$ cat config.mk
export PLATFORM = sky130hd
export DESIGN_NAME = id_stage_flat
export DESIGN_NICKNAME = d
export VERILOG_FILES = /design/src/rtl/id_pkg.sv /design/src/rtl/id_stage_if.sv /design/src/rtl/id_regfile.sv /design/src/rtl/id_stage.sv /design/src/flat_wrapper.sv
export SDC_FILE = /design/constraint.sdc
export NUM_CORES = 1
export LEC_CHECK = 0
export CAP_MARGIN = 20
export CELL_PAD_IN_SITES_DETAIL_PLACEMENT = 1
export CELL_PAD_IN_SITES_GLOBAL_PLACEMENT = 1
export CORE_MARGIN = 10
export CORE_UTILIZATION = 25
export DETAILED_ROUTE_END_ITERATION = 7
export HOLD_SLACK_MARGIN = 0.08
export PLACE_DENSITY_LB_ADDON = 0.1
export SLEW_MARGIN = 5
export SYNTH_ARGS = -nofsm -noshare
export SYNTH_HDL_FRONTEND = slang
export SYNTH_SLANG_ARGS = --single-unit
$ cat constraint.sdc
create_clock -name clk -period 2.99 [get_ports clk]
set_input_delay 0.598 -clock clk [delete_from_list [all_inputs] [get_ports clk]]
set_output_delay 0.598 -clock clk [all_outputs]
set_load 0.005 [all_outputs]
$ cat src/rtl/id_pkg.sv
// Shared definitions for the decode stage: ALU opcodes, instruction field
// positions, register-file geometry and the instruction decoder.
package id_pkg;

  localparam int REG_ADDR_W = 3;
  localparam int NUM_REGS   = 8;
  localparam int INSTR_W    = 16;
  localparam int OPC_W      = 4;
  localparam int IMM_W      = 5;

  // ALU opcodes understood by EX; everything above OP_SHR is illegal.
  localparam logic [OPC_W-1:0] OP_ADD = 4'd0;
  localparam logic [OPC_W-1:0] OP_SUB = 4'd1;
  localparam logic [OPC_W-1:0] OP_AND = 4'd2;
  localparam logic [OPC_W-1:0] OP_OR  = 4'd3;
  localparam logic [OPC_W-1:0] OP_XOR = 4'd4;
  localparam logic [OPC_W-1:0] OP_SLT = 4'd5;
  localparam logic [OPC_W-1:0] OP_SHL = 4'd6;
  localparam logic [OPC_W-1:0] OP_SHR = 4'd7;

  // Instruction field bit positions.
  localparam int OPC_HI  = 15;
  localparam int OPC_LO  = 12;
  localparam int RD_HI   = 11;
  localparam int RD_LO   = 9;
  localparam int RS1_HI  = 8;
  localparam int RS1_LO  = 6;
  localparam int USE_IMM = 5;
  localparam int IMM_HI  = 4;
  localparam int IMM_LO  = 0;
  localparam int RS2_HI  = 2;
  localparam int RS2_LO  = 0;

  typedef struct packed {
    logic [OPC_W-1:0]      opcode;
    logic [REG_ADDR_W-1:0] rd;
    logic [REG_ADDR_W-1:0] rs1;
    logic [REG_ADDR_W-1:0] rs2;
    logic                  use_imm;
    logic [IMM_W-1:0]      imm5;
    logic                  legal;
  } instr_t;

  // Split an instruction word into its fields; rs2 is meaningful only when
  // use_imm is clear, imm5 only when it is set.
  function automatic instr_t decode(input logic [INSTR_W-1:0] instr);
    instr_t d;
    d.opcode  = instr[OPC_HI:OPC_LO];
    d.rd      = instr[RD_HI:RD_LO];
    d.rs1     = instr[RS1_HI:RS1_LO];
    d.rs2     = instr[RS2_HI:RS2_LO];
    d.use_imm = instr[USE_IMM];
    d.imm5    = instr[IMM_HI:IMM_LO];
    d.legal   = (d.opcode <= OP_SHR);
    return d;
  endfunction

endpackage

$ cat src/rtl/id_stage_if.sv
// Bundle of the fetch handshake, EX payload and WB writeback signals seen by
// the decode stage. slave = decode stage, master = its environment.
interface id_stage_if
  import id_pkg::*;
#(
  parameter int WIDTH = 8
);

  logic                  if_valid;
  logic [INSTR_W-1:0]    if_instr;
  logic                  if_ready;
  logic                  ex_valid;
  logic                  ex_ready;
  logic [WIDTH-1:0]      ex_a;
  logic [WIDTH-1:0]      ex_b;
  logic [OPC_W-1:0]      ex_opcode;
  logic [REG_ADDR_W-1:0] ex_rd;
  logic                  wb_en;
  logic [REG_ADDR_W-1:0] wb_rd;
  logic [WIDTH-1:0]      wb_data;
  logic                  illegal;

  modport master (
    output if_valid, if_instr, ex_ready, wb_en, wb_rd, wb_data,
    input  if_ready, ex_valid, ex_a, ex_b, ex_opcode, ex_rd, illegal
  );

  modport slave (
    input  if_valid, if_instr, ex_ready, wb_en, wb_rd, wb_data,
    output if_ready, ex_valid, ex_a, ex_b, ex_opcode, ex_rd, illegal
  );

endinterface

$ cat src/rtl/id_regfile.sv
// 8 x WIDTH register file: two asynchronous read ports, one synchronous
// write port, R0 hardwired to zero, write-first bypass on both read ports.
module id_regfile
  import id_pkg::*;
#(
  parameter int WIDTH = 8
) (
  input  logic                  clk,
  input  logic                  rst_n,
  input  logic [REG_ADDR_W-1:0] ra1,
  input  logic [REG_ADDR_W-1:0] ra2,
  output logic [WIDTH-1:0]      rd1,
  output logic [WIDTH-1:0]      rd2,
  input  logic                  we,
  input  logic [REG_ADDR_W-1:0] wa,
  input  logic [WIDTH-1:0]      wd
);

  logic [WIDTH-1:0] regs [NUM_REGS];
  logic             wr_act;

  assign wr_act = we && (wa != '0);

  // Register storage; writes to R0 are dropped.
  // NOTE: the array is cleared on reset because all registers must read 0
  // after reset, which rules out mapping it onto a non-resettable RAM; all
  // state here uses <= so every flop samples pre-edge values.
  always_ff @(posedge clk or negedge rst_n) begin
    if (!rst_n) begin
      for (int i = 0; i < NUM_REGS; i++) regs[i] <= '0;
    end else if (wr_act) begin
      regs[wa] <= wd;
    end
  end

  // Read port 1: R0 is zero, a same-cycle write to the address wins.
  // NOTE: the output gets a value on every path before any condition, so no
  // latch can be inferred.
  always_comb begin
    rd1 = regs[ra1];
    if (ra1 == '0)                  rd1 = '0;
    else if (wr_act && (wa == ra1)) rd1 = wd;
  end

  // Read port 2: same rules as port 1.
  always_comb begin
    rd2 = regs[ra2];
    if (ra2 == '0)                  rd2 = '0;
    else if (wr_act && (wa == ra2)) rd2 = wd;
  end

endmodule

$ cat src/rtl/id_stage.sv
// Decode stage: accepts instructions from fetch, checks the busy scoreboard
// for RAW/WAW hazards, reads operands and registers the payload for EX.
// WIDTH must be at least 5 so the zero-extended imm5 fits in operand B.
module id_stage
  import id_pkg::*;
#(
  parameter int WIDTH = 8
) (
  input logic        clk,
  input logic        rst_n,
  id_stage_if.slave  bus
);

  instr_t                dec;
  logic [WIDTH-1:0]      rs1_val;
  logic [WIDTH-1:0]      rs2_val;
  logic [WIDTH-1:0]      opb;
  logic                  wb_act;
  logic                  hazard;
  logic                  xfer;
  logic                  issue;
  logic [NUM_REGS-1:0]   busy;
  logic [NUM_REGS-1:0]   busy_clr;
  logic [NUM_REGS-1:0]   busy_eff;
  logic [NUM_REGS-1:0]   busy_next;

  logic                  ex_valid_q;
  logic [WIDTH-1:0]      ex_a_q;
  logic [WIDTH-1:0]      ex_b_q;
  logic [OPC_W-1:0]      ex_opcode_q;
  logic [REG_ADDR_W-1:0] ex_rd_q;
  logic                  illegal_q;

  assign dec    = decode(bus.if_instr);
  assign wb_act = bus.wb_en && (bus.wb_rd != '0);

  // Busy bits released by this cycle's writeback count as already free.
  always_comb begin
    busy_clr = '0;
    if (wb_act) busy_clr[bus.wb_rd] = 1'b1;
  end

  assign busy_eff = busy & ~busy_clr;

  // Illegal opcodes never stall: they are consumed without touching state.
  assign hazard = dec.legal &&
                  (busy_eff[dec.rs1] ||
                   (!dec.use_imm && busy_eff[dec.rs2]) ||
                   busy_eff[dec.rd]);

  assign bus.if_ready = (!ex_valid_q || bus.ex_ready) && !hazard;
  assign xfer         = bus.if_valid && bus.if_ready;
  assign issue        = xfer && dec.legal;

  id_regfile #(.WIDTH(WIDTH)) u_rf (
    .clk   (clk),
    .rst_n (rst_n),
    .ra1   (dec.rs1),
    .ra2   (dec.rs2),
    .rd1   (rs1_val),
    .rd2   (rs2_val),
    .we    (bus.wb_en),
    .wa    (bus.wb_rd),
    .wd    (bus.wb_data)
  );

  assign opb = dec.use_imm ? WIDTH'(dec.imm5) : rs2_val;

  // Next scoreboard: writeback clear first, then the issuing rd is set, so a
  // same-cycle clear and set on one register leaves it busy.
  always_comb begin
    busy_next = busy_eff;
    if (issue && (dec.rd != '0)) busy_next[dec.rd] = 1'b1;
  end

  // Scoreboard register.
  always_ff @(posedge clk or negedge rst_n) begin
    if (!rst_n) busy <= '0;
    else        busy <= busy_next;
  end

  // EX payload register and illegal-opcode pulse.
  always_ff @(posedge clk or negedge rst_n) begin
    if (!rst_n) begin
      ex_valid_q  <= 1'b0;
      ex_a_q      <= '0;
      ex_b_q      <= '0;
      ex_opcode_q <= '0;
      ex_rd_q     <= '0;
      illegal_q   <= 1'b0;
    end else begin
      illegal_q <= xfer && !dec.legal;
      if (issue) begin
        ex_valid_q  <= 1'b1;
        ex_a_q      <= rs1_val;
        ex_b_q      <= opb;
        ex_opcode_q <= dec.opcode;
        ex_rd_q     <= dec.rd;
      end else if (bus.ex_ready) begin
        ex_valid_q <= 1'b0;
      end
    end
  end

  assign bus.ex_valid  = ex_valid_q;
  assign bus.ex_a      = ex_a_q;
  assign bus.ex_b      = ex_b_q;
  assign bus.ex_opcode = ex_opcode_q;
  assign bus.ex_rd     = ex_rd_q;
  assign bus.illegal   = illegal_q;

endmodule

$ cat src/flat_wrapper.sv
// flat-port wrapper written by rule: the top's interface ports become plain ports
module id_stage_flat import id_pkg::*;
#(
  parameter int WIDTH = 8
)
  (clk, rst_n, bus_if_valid, bus_if_instr, bus_ex_ready, bus_wb_en, bus_wb_rd, bus_wb_data, bus_if_ready, bus_ex_valid, bus_ex_a, bus_ex_b, bus_ex_opcode, bus_ex_rd, bus_illegal);
  id_stage_if #(.WIDTH(WIDTH)) bus_i ();
  input logic clk;
  input logic rst_n;
  input wire logic [$bits(bus_i.if_valid)-1:0] bus_if_valid;
  input wire logic [$bits(bus_i.if_instr)-1:0] bus_if_instr;
  input wire logic [$bits(bus_i.ex_ready)-1:0] bus_ex_ready;
  input wire logic [$bits(bus_i.wb_en)-1:0] bus_wb_en;
  input wire logic [$bits(bus_i.wb_rd)-1:0] bus_wb_rd;
  input wire logic [$bits(bus_i.wb_data)-1:0] bus_wb_data;
  output wire logic [$bits(bus_i.if_ready)-1:0] bus_if_ready;
  output wire logic [$bits(bus_i.ex_valid)-1:0] bus_ex_valid;
  output wire logic [$bits(bus_i.ex_a)-1:0] bus_ex_a;
  output wire logic [$bits(bus_i.ex_b)-1:0] bus_ex_b;
  output wire logic [$bits(bus_i.ex_opcode)-1:0] bus_ex_opcode;
  output wire logic [$bits(bus_i.ex_rd)-1:0] bus_ex_rd;
  output wire logic [$bits(bus_i.illegal)-1:0] bus_illegal;
  assign bus_i.if_valid = bus_if_valid;
  assign bus_i.if_instr = bus_if_instr;
  assign bus_i.ex_ready = bus_ex_ready;
  assign bus_i.wb_en = bus_wb_en;
  assign bus_i.wb_rd = bus_wb_rd;
  assign bus_i.wb_data = bus_wb_data;
  assign bus_if_ready = bus_i.if_ready;
  assign bus_ex_valid = bus_i.ex_valid;
  assign bus_ex_a = bus_i.ex_a;
  assign bus_ex_b = bus_i.ex_b;
  assign bus_ex_opcode = bus_i.ex_opcode;
  assign bus_ex_rd = bus_i.ex_rd;
  assign bus_illegal = bus_i.illegal;
  id_stage #(.WIDTH(WIDTH)) u_core (.clk(clk), .rst_n(rst_n), .bus(bus_i));
endmodule
# == After elaboration in Yosys (flattened, before gate mapping) ==
# Index checks and enable logic that the tools add are counted.
# classes
order_cmp,11
n_eq_ne,2
mux,28
bitwise_logic,6
n_reduce_logical,25
# ops
operator,n
8-bit 2-to-1 mux,12
64-bit bitwise mux,1
8-bit binary-select mux with 3-bit select,2
8-bit demux with 3-bit select,1
3-bit by 4-bit less-than comparator with 1-bit output (second input constant),4
1-bit logical AND,13
4-bit greater-or-equal comparator (second input constant),3
3-bit NOT with 4-bit output,3
1-bit binary-select mux with 3-bit select,3
8-bit AND,1
8-bit NOT,1
8-bit OR,1
1-bit 2-to-1 mux,7
1-bit demux with 3-bit select,2
3-bit == test,2
3-bit by 1-bit greater-or-equal comparator with 1-bit output (second input constant),2
3-bit logical NOT,2
3-bit nonzero test,2
4-bit by 3-bit less-or-equal comparator with 1-bit output (second input constant),1
1-bit logical NOT,4
4-bit by 1-bit less-than comparator with 1-bit output (second input constant),1
1-bit logical OR,3
2-bit nonzero test,1
# totals
register_bits,97
input_bits,32
out_inout_bits,26
wordCells,87

# == Depth between registers and ports, before layout ==
# Gate-level depths: netlist (run 1).
# depth
depth_word,19
mapped_depth,9
mapped_depth_nobuf,6

# == Cells and area by module ==
# Synthesis (run 1) repeated with hierarchy kept, for this count alone.
# unflattened
cells_unflattened,419
hier_area_um2,5282.6
# by_module_without_submodules
module,instances,cells_per_inst,area_each_um2,seq_area_each_um2
id_regfile,1,280,3477.1,1451.4
id_stage,1,139,1805.5,825.8

# == Worst setup path before layout (run 1) ==
# Ideal clock, no wire load.
# synth_path
path_kind,input port to output port
start,input bus_if_instr[0]
end,output bus_if_ready
t_arrival_ns,1.942
t_required_ns,2.392
slack_ns,0.450
path_stages,7
n_path_buf,3
path_cell_list,buf_4 -> buf_2 -> buf_2 -> a31oi_1 -> a211oi_2 -> and3_1 -> o21a_1
# synth_via
elab_chain_cells,8
# synth_rtl
item,line,source
from (decl),flat_wrapper.sv:11,input wire logic [$bits(bus_i.if_instr)-1:0] bus_if_instr;
1-bit binary-select mux with 3-bit select,id_stage.sv:48,(!dec.use_imm && busy_eff[dec.rs2]) ||
1-bit 2-to-1 mux (not written as such),id_stage.sv:48,
1-bit logical AND,id_stage.sv:48,
1-bit logical OR,id_stage.sv:47,(busy_eff[dec.rs1] ||
1-bit logical OR,id_stage.sv:48,
1-bit logical AND,id_stage.sv:46,assign hazard = dec.legal &&
1-bit logical NOT,id_stage.sv:51,assign bus.if_ready = (!ex_valid_q || bus.ex_ready) && !hazard;
1-bit logical AND,id_stage.sv:51,
to (decl),flat_wrapper.sv:16,output wire logic [$bits(bus_i.if_ready)-1:0] bus_if_ready;
# Every way passes these cells. The select of a mux whose other input is x is not followed.

# == Worst setup path in the final report (run 1) ==
# layout_path
start,input bus_if_instr[9]
end,output bus_if_ready
# layout_via
elab_chain_cells,6
# layout_rtl
item,line,source
1-bit binary-select mux with 3-bit select,id_stage.sv:49,busy_eff[dec.rd]);
1-bit 2-to-1 mux (not written as such),id_stage.sv:49,
1-bit logical OR,id_stage.sv:48,
1-bit logical AND,id_stage.sv:46,
1-bit logical NOT,id_stage.sv:51,
1-bit logical AND,id_stage.sv:51,
# Every way passes these cells. The select of a mux whose other input is x is not followed.

==> results.md, run 1 <==
Placed design:
- Summing all placed instances gives a cell area of 6660 sq um.
- Timing analysis after detailed placement gives a worst setup slack of -690 ps.
- The final HPWL from detailed placement is 13100 um.
- Routability-driven placement finished with a final weighted congestion of 0.816.
- The count of buffers inserted at the top-level ports is 57.
- The total instance count after detailed placement is 795.

Finish:
- The end-of-flow core utilization is 0.332.
- The diode insertion count for antenna repair is 0.
- In the final layout, flip-flops and latches occupy 2430 sq um.
- After routing the design area is around 7000 sq um.
- The library cell used most frequently in the layout, excluding fill and tap cells, is dfrtp_1.
- Counting the fill cells in the layout gives 2315.
- Compared with the post-synthesis result, the final layout area differs by 29.5%.
- Leaving out fill and tap cells, the most frequent cells in the layout are dfrtp_1 (97), buf_4 (69), nand2_1 (66).
- The share of cells above drive strength 1 is 0.412.
- In the final layout, the multi-input gates occupy ~2800 sq um.
- After the last flow step, the layout net total stands at 568.
- For this run, the number of standard cells in the final layout without fillers is around 820.

Power:
- The switching power total is 1.25 mW.
- Power spread over the standard cell area amounts to 612 nW/um^2.
- The static leakage is about 3.1 nW.
- The share of total power dissipated in combinational logic is 0.304.
- Of the total power, the share spent switching nets is 0.290.
- The part of the power in registers is 0.426.
- The worst ir drop on vdd is 0.000344 V.
- The clock network power share is 0.270.
- Cell internal power was estimated by the tool at 3.06 mW.

STA:
- Based on the critical path, the design can be clocked at up to between 0.3 and 0.4 GHz.
- The smallest clock period supported by the final layout is computed as 2830 ps.
- For the pin with the worst max-slew slack, the measured transition is 608 ps.
- Setup violations remaining at the end of the flow were counted as 0.
- Setup repair after global routing left no endpoint under its margin.
- The post-route clock period utilization is 0.946.
- The total count of max-transition violations in the final report came to 0.
- The summed negative setup slack over all endpoints is 0 ps.
- Setup slack on the critical path of the routed design comes to approximately 160 ps.
- The clock arrives with 5.72 ps of skew.
- Headroom to the max-slew limit came out at 0.595.
- The total count of hold-check failures in the final report is 0.

Setup path:
- The critical setup path kind is input port to primary output.
- The critical path data arrival time is 2230 ps.
- The data required time of the critical path is 2390 ps.
- The reg-to-reg critical path endpoint is u_core.bus.ex_opcode[2]$_DFFE_PN0P_.
- For flop-to-flop paths, the worst setup slack is 800 ps.
- The sort of element at the start of the critical path is an input port.
- The worst setup path is captured at a primary output.
- Of all nets on the critical path, the largest fanout is 5.
- Measured in cells, the most critical reg-to-reg path has a length of 8.
- The reg-to-reg critical path startpoint is u_core.busy[4]$_DFF_PN0_.

Floorplanning:
- The die span in x is 167 um.
- The total core area is 21200 sq um.
- The initial cell density of the core is 0.256.
- The floorplan has 53 rows.
- The die outline area is 28000 sq um.
- The I/O pin total is 58.
- Measured along the y axis, the die boundary spans 167 um.

Clocking:
- The root buffer selected by CTS is clkbuf_16.
- The number of buffers added by the clock tree synthesis step is 9.
- The total number of clock tree sinks is between 90 and 100.
- TritonCTS built the clock tree.
- After clock tree synthesis, the clock-pin slew on the worst setup and hold paths is about 70 ps.
- The H-tree generated during clock tree synthesis spans 3 levels.
- The hold buffer count at cts is 0.
- The later pin in the worst-skew pair is clocked with a latency of 360 ps.
- The worst-case clock buffer depth is 2.

Global routing:
- Entering global routing, the biggest net connects 44 pins.
- The layer flagged by global routing as most heavily used is met2.
- The initial antenna violation count is 1.
- The number of global-route vias before repair is 4290.
- For this run, the total global-route usage over all layers was measured as 0.129.
- The global routing usage on met1 is 0.167.
- The met3 routing resource usage after global routing is 0.0304.
- The aggregate global routing overflow is 0.
- The met2 track utilization from global routing is 0.211.
- The wire length of the first global-routing pass is 27900 um.

Detailed routing:
- The total wire length is 17900 um.
- The wire length per cell after detailed routing is 21.9 um.
- The count of nets left with antenna violations once routing finished came out at 0.
- The first detailed-routing pass ran for 4 iterations.
- The final routed DRC violation total is 0.
- After detailed routing, the number of vias per cell comes to about 4.8.
- The number of design-rule violations left by the first detailed-router iteration is 174.
- For this block, the via count after detailed routing is 3941.

Synth:
- Yosys mapped the design onto 48 distinct sky130hd cell types.
- A synthesized cell averages 12.2 sq um.
- The number of synthesized register bits is 97.
- The sequential share of the synthesized area is 0.446.
- The share of the synthesized area in the top cell type is 0.446.
- The number of nets handed over by synthesis was about 480.
- The total of warnings raised by yosys is 0.
- Yosys attributes the largest share of cell area to dfrtp_1 (45%), mux4_2 (13%), mux2_2 (11%).
- The cell count after synthesis is 444.
- Of all cell types, the one taking the most synthesized area is dfrtp_1.
- The cell area after synthesis is 5440 sq um.

Min path:
- The worst hold-check path type is input port to asynchronous set/reset pin.

Run:
- Max-cap violations in this run came to 0.

Run status:
- The flow ran to the end, and the final reports show no timing, DRC or antenna violations.
-- worst max path at each step --
stage                          from      endpoint  slack, ps  cells past startpoint
floorplan           bus_if_instr[0]  bus_if_ready        450                      7
global placement       bus_wb_rd[1]  bus_if_ready       -590                      8
detailed placement     bus_wb_rd[1]  bus_if_ready       -690                      8
CTS                       bus_wb_en  bus_if_ready         10                     10
global route        bus_if_instr[9]  bus_if_ready         70                      8
finish              bus_if_instr[9]  bus_if_ready        160                      8
-- synthesized netlist by cell type (all sizes together) --
library cell / count
or3b: 2
nor2b: 5
nand3: 8
inv: 6
and3: 3
o21a: 1
mux2i: 16
a21oi: 4
a31oi: 4
mux4: 31
o21ai: 11
and2: 2
nand2b: 2
or3: 3
nor3: 5
buf: 24
nor4bb: 1
clkbuf: 27
xnor2: 4
nand2: 66
or2: 1
o211ai: 1
nor2: 13
a221oi: 2
o2111ai: 1
a211o: 1
o41ai: 1
a311oi: 1
o31ai: 2
a211oi: 8
nand4b: 3
dfrtp: 97
mux2: 74
nand3b: 4
nand4: 6
nand4bb: 2
and4bb: 1
o32ai: 1
-- routing by layer --
| metal | part of all wire | up-vias |
|---|---|---|
| met5 | 0 | - |
| met4 | 0.015 | 0 |
| met3 | 0.039 | 14 |
| met2 | 0.49 | 68 |
| met1 | 0.46 | 2071 |
| li1 | - | 1788 |
-- flip-flops by register name (all words and copies together), names as in the netlist --
signal                cells
u_core.u_rf.regs         64
u_core.bus.ex_opcode      4
u_core.bus.illegal        1
u_core.bus.ex_valid       1
u_core.bus.ex_b           8
u_core.bus.ex_a           8
u_core.busy               8
u_core.bus.ex_rd          3
-- cell families after synthesis --
| logic type | count (synthesis) | share of synthesized area |
|---|---|---|
| compound gates | 38 | 0.0518 |
| mux | 121 | 0.326 |
| flops | 97 | 0.446 |
| xor+xnor | 4 | 0.00644 |
| simple gates | 127 | 0.119 |
| buf+inv | 57 | 0.0511 |
-- through the flow --
step                      hold slack [ps]  power [mW]
after floorplan                       302        2.54
after global placement                366        3.15
after detailed placement              372        3.19
after CTS                             262        4.39
after global routing                  286        4.60
final                                 247        4.31
-- power by group through the flow --
stage | registers, mW | clock network, mW | logic (mW)
after floorplan | 1.81 | 0 | 0.732
after global placement | 1.85 | 0 | 1.30
after detailed placement | 1.86 | 0 | 1.32
after CTS | 1.84 | 1.22 | 1.34
after global routing | 1.89 | 1.28 | 1.44
final | 1.84 | 1.17 | 1.31
-- worst max-delay path, cell delays in order --
cell and delay, ps:
clkdlybuf4s50_1 420, buf_4 170, nand3_1 130, o2111ai_2 130, a311oi_2 330, and3_1 230, o21a_1 110, clkbuf_2 110
-- layout make-up --
cell class                      count  area share
Multi-Input combinational cell    290       0.396
Sequential cell                    97       0.345
Timing Repair Buffer              132       0.166
Tap cell                          275      0.0489
Clock buffer                       10      0.0339
Clock inverter                      6     0.00729
Inverter                            6     0.00320
-- repair_timing --
item	4_1_cts	5_1_grt
gates resized for setup	38	13
buffers inserted	5	0
setup endpoints to repair	1	1
pin swaps	7	5
(Power assumes the default switching activity.)
==> inputs of run 2 (changes only) <==
Settings changed: CTS_CLUSTER_DIAMETER set to 30.
==> results of run 2 <==
No change in the layout: final DEF, timing and power equal those of run 1.
